===== src/rtl/gray_code_counter.sv =====
// Up/down counter with registered Gray output, binary mirror, terminal count and wrap pulse.
// Latency: zero added; a step at edge N is visible after N. No backpressure; steps only when en.
// Build option GRAY_CNT_SAT_EN: saturate at the terminal count instead of wrapping (wrap tied 0).
module gray_code_counter #(
   parameter int WIDTH = 4
) (
   input  logic             clk,
   input  logic             rst_n,
   input  logic             clr,
   input  logic             load,
   input  logic [WIDTH-1:0] load_gray,
   input  logic             en,
   input  logic             up,
   output logic [WIDTH-1:0] gray_out,
   output logic [WIDTH-1:0] bin_out,
   output logic             tc,
   output logic             wrap
);

   logic [WIDTH-1:0] b;
   logic [WIDTH-1:0] next_b;
   logic [WIDTH-1:0] load_bin;
   logic             next_wrap;

   // Each binary bit is the parity of the Gray bits at and above it.
   always_comb begin
      load_bin = '0;
      for (int i = 0; i < WIDTH; i++) begin
         load_bin[i] = ^(load_gray >> i);
      end
   end

   assign tc = up ? (&b) : ~(|b);

   always_comb begin
      next_b    = b;
      next_wrap = 1'b0;
      if (clr) begin
         next_b = '0;
      end else if (load) begin
         next_b = load_bin;
      end else if (en) begin
`ifdef GRAY_CNT_SAT_EN
         if (!tc) begin
            next_b = up ? (b + WIDTH'(1)) : (b - WIDTH'(1));
         end
`else
         next_b    = up ? (b + WIDTH'(1)) : (b - WIDTH'(1));
         next_wrap = tc;
`endif
      end
   end

   always_ff @(posedge clk or negedge rst_n) begin
      if (!rst_n) begin
         b        <= '0;
         gray_out <= '0;
         wrap     <= 1'b0;
      end else begin
         b        <= next_b;
         gray_out <= next_b ^ (next_b >> 1);
         wrap     <= next_wrap;
      end
   end

   assign bin_out = b;

endmodule


===== config.mk =====
export PLATFORM = sky130hd
export DESIGN_NAME = gray_code_counter
export DESIGN_NICKNAME = d
export VERILOG_FILES = /design/src/rtl/gray_code_counter.sv
export SDC_FILE = /design/constraint.sdc
export NUM_CORES = 1
export LEC_CHECK = 0
export ABC_AREA = 1
export CAP_MARGIN = 10
export CORE_UTILIZATION = 43
export DETAILED_ROUTE_END_ITERATION = 12
export PLACE_DENSITY = 0.74
export REMOVE_ABC_BUFFERS = 1
export SKIP_CTS_REPAIR_TIMING = 1
export SLEW_MARGIN = 25
export SYNTH_ARGS = -nofsm -noshare
export SYNTH_HDL_FRONTEND = slang
export SYNTH_SLANG_ARGS = --single-unit

===== constraint.sdc =====
create_clock -name clk -period 2.1 [get_ports clk]
set_input_delay 0.63 -clock clk [delete_from_list [all_inputs] [get_ports clk]]
set_output_delay 0.63 -clock clk [all_outputs]
set_load 0.005 [all_outputs]

==> impl_metrics.env, run 1 <==
export IMPL_min_period_ps=1880
export IMPL_path_depth=1
export IMPL_leakage_nw=0.474
export IMPL_cts_buffers=3
export IMPL_synth_warnings=0
export IMPL_finalNetCount=126
export IMPL_synthTopCellsByArea="dfrtp_1 (34%), nand2_1 (18%), inv_1 (7.0%)"
export IMPL_worstSetupPathType="reg -> out"
export IMPL_cts_sinks=8
export IMPL_syn_area_sq_um=587
export IMPL_rows=12
export IMPL_rsz0062_at_grt="false"
export IMPL_relSlewSlack=0.772
export IMPL_worst_pin_slew_ps=341
export IMPL_via_count=594
export IMPL_antenna_found_initial=0
export IMPL_path_buf_inv=1
export IMPL_pwr_share_comb=0.354
export IMPL_critical_path_max_fanout=6
export IMPL_area_growth_pct=44.6
export IMPL_wirelength_um=1190
export IMPL_cp_arrival_ps=1250
export IMPL_clockBufferDepth=2
export IMPL_finalMaxSlewViolations=0
export IMPL_status="completed"
export IMPL_start_util=0.495
export IMPL_max_cap_violations=0
export IMPL_period_share=0.893
export IMPL_seqCellArea_sq_um=200
export IMPL_grt_pass1_vias=483
export IMPL_crit_start="bin_out[0]$_DFF_PN0_"
export IMPL_antenna_left=0
export IMPL_grt_pass1_wl_um=1900
export IMPL_syn_inst=86
export IMPL_diodes=0
export IMPL_finClkSkew_ps=2.20
export IMPL_sw_frac_of_total=0.310
export IMPL_ioPinCount=20
export IMPL_internal_power_uw=324
export IMPL_regToRegEndpoint="gray_out[0]$_DFF_PN0_"
export IMPL_startpoint_type="flip-flop"
export IMPL_min_path_type="in -> async"
export IMPL_synth_yosys_seq_area_share=0.341
export IMPL_ys_seq_elements=8
export IMPL_port_buffers=19
export IMPL_nFillCells=102
export IMPL_multiInputGateArea_sq_um=319
export IMPL_power_density_nw_per_um2=552
export IMPL_critPathSlowestCell="clkdlybuf4s50_1"
export IMPL_synth_distinct_cells=17
export IMPL_drc=0
export IMPL_end_kind="output port"
export IMPL_crit_chain="clkdlybuf4s50_1"
export IMPL_grt_max_degree=9
export IMPL_routabilityCongestion=0.894
export IMPL_die_h_um=38.9
export IMPL_seq_power_share=0.389
export IMPL_syn_avg_cell_area_sq_um=6.82
export IMPL_worstReg2RegStart="bin_out[0]$_DFF_PN0_"
export IMPL_clk_insertion_delay_late_ps=260
export IMPL_slowest_delay_ps=540
export IMPL_cts_max_level=1
export IMPL_first_iter_violations=31
export IMPL_grt_usage=0.198
export IMPL_path_clk_slew_ps=50
export IMPL_ir_worst_vdd_mv=0.491
export IMPL_grt_overflow=0
export IMPL_setup_viol=0
export IMPL_cts_tree="yes"
export IMPL_place_hpwl_um=943
export IMPL_crit_family="buffers and inverters"
export IMPL_critical_path_required_ps=1470
export IMPL_critPathCapture="bin_out[0]"
export IMPL_fin_cells=125
export IMPL_worstRegToRegCells=9
export IMPL_die_width_um=38.9
export IMPL_r2r_slack_ps=440
export IMPL_placed_cells=122
export IMPL_pwr_share_clk=0.256
export IMPL_power_switching_uw=145
export IMPL_hold_viol_final=0
export IMPL_dr_pass1_iters=4
export IMPL_clock_fmax_ghz=0.533
export IMPL_wl_per_cell_um=9.49
export IMPL_fp_coreArea_sq_um=1190
export IMPL_cts_root_buf="clkbuf_4"
export IMPL_synth_top_cell_area_share=0.341
export IMPL_die_area_sq_um=1520
export IMPL_routed_via_density=4.75
export IMPL_synth_largest_area_cell="dfrtp_1"
export IMPL_final_layout_size_suffix_gt1_frac=0.180
export IMPL_final_util=0.715
## layout by cell type, fill, tap and decap left out, drive strengths merged, types with 2 or more instances in the layout
cell / count
a21oi: 4
buf: 4
clkbuf: 3
clkdlybuf4s50: 17
dfrtp: 8
dlymetal6s2s: 2
ha: 2
inv: 17
nand2: 32
nand3: 8
nor2: 5
o21ai: 4
xnor2: 2
## worst min-delay path by stage
stage | start | to | slack (ps) | cells after the start
after global placement | bin_out[3]$_DFF_PN0_ | bin_out[3]$_DFF_PN0_ | 730 | 4
after global routing | rst_n | bin_out[3]$_DFF_PN0_ | 650 | 1
final | rst_n | wrap$_DFF_PN0_ | 640 | 1
after detailed placement | bin_out[2]$_DFF_PN0_ | wrap$_DFF_PN0_ | 720 | 4
after floorplan | rst_n | bin_out[0]$_DFF_PN0_ | 330 | 0
after CTS | rst_n | wrap$_DFF_PN0_ | 640 | 1
## power groups by stage
stage | Clock, mW | Combinational (mW) | Sequential [mW]
floorplan | 0 | 0.0828 | 0.185
global placement | 0 | 0.164 | 0.185
detailed placement | 0 | 0.166 | 0.185
CTS | 0.129 | 0.167 | 0.182
global route | 0.135 | 0.189 | 0.184
finish | 0.120 | 0.166 | 0.183
## sequential cells by signal, indices dropped and copies added (netlist names)
register and cells:
gray_out 3, wrap 1, bin_out 4
## cells in the mapped netlist (all sizes together)
cell / n
nand2: 32
inv: 17
dfrtp: 8
buf: 1
nor2: 5
ha: 2
a21oi: 4
xor2: 1
o21ai: 4
nand3: 8
or2: 1
xnor2: 2
fa: 1
## logic make-up after synthesis
family,share of synthesized area
DFF,0.341
and+or+nand+nor,0.341
adders and majority gates,0.0768
buffers and inverters,0.122
AOI/OAI and AO/OA,0.0746
xor gates and xnor gates,0.0448
## final cells by class
class                   instances  share of cell area
clock buffers                   3              0.0265
well taps                      14              0.0206
multi-input cells              60               0.376
flip-flops and latches          8               0.236
inverters                      17              0.0752
repair buffers                 23               0.265
## through the flow
step	setup slack (ps)	setup TNS [ps]	total power [mW]	hold slack, ps	area, sq um
finish	224	0	0.469	638	848
floorplan	416	0	0.268	334	579
global placement	-404	-1600	0.349	728	817
CTS	-471	-493	0.478	639	840
global route	154	0	0.508	647	848
detailed placement	-462	-1720	0.351	723	817
## layer usage
| layer | share of wire | global-route usage | wire [um] | vias up |
|---|---|---|---|---|
| li1 | - | - | - | 314 |
| met1 | 0.42 | 0.247 | 498 | 246 |
| met4 | 0.013 | 0.0776 | 15 | 0 |
| met5 | 0 | 0 | 0 | - |
| met2 | 0.46 | 0.296 | 550 | 32 |
| met3 | 0.10 | 0.0867 | 121 | 2 |
(Power assumes the default switching activity.)
==> inputs of run 2 (changes only) <==
Settings changed: SLEW_MARGIN 25 to unset.
==> results of run 2 <==
The final DEF is identical to that of run 1; final timing and power are the same.
==> inputs of run 3 (changes only) <==
Settings changed: HOLD_SLACK_MARGIN set to 0.03.
==> results of run 3 <==
The final DEF is identical to that of run 1; final timing and power are the same.
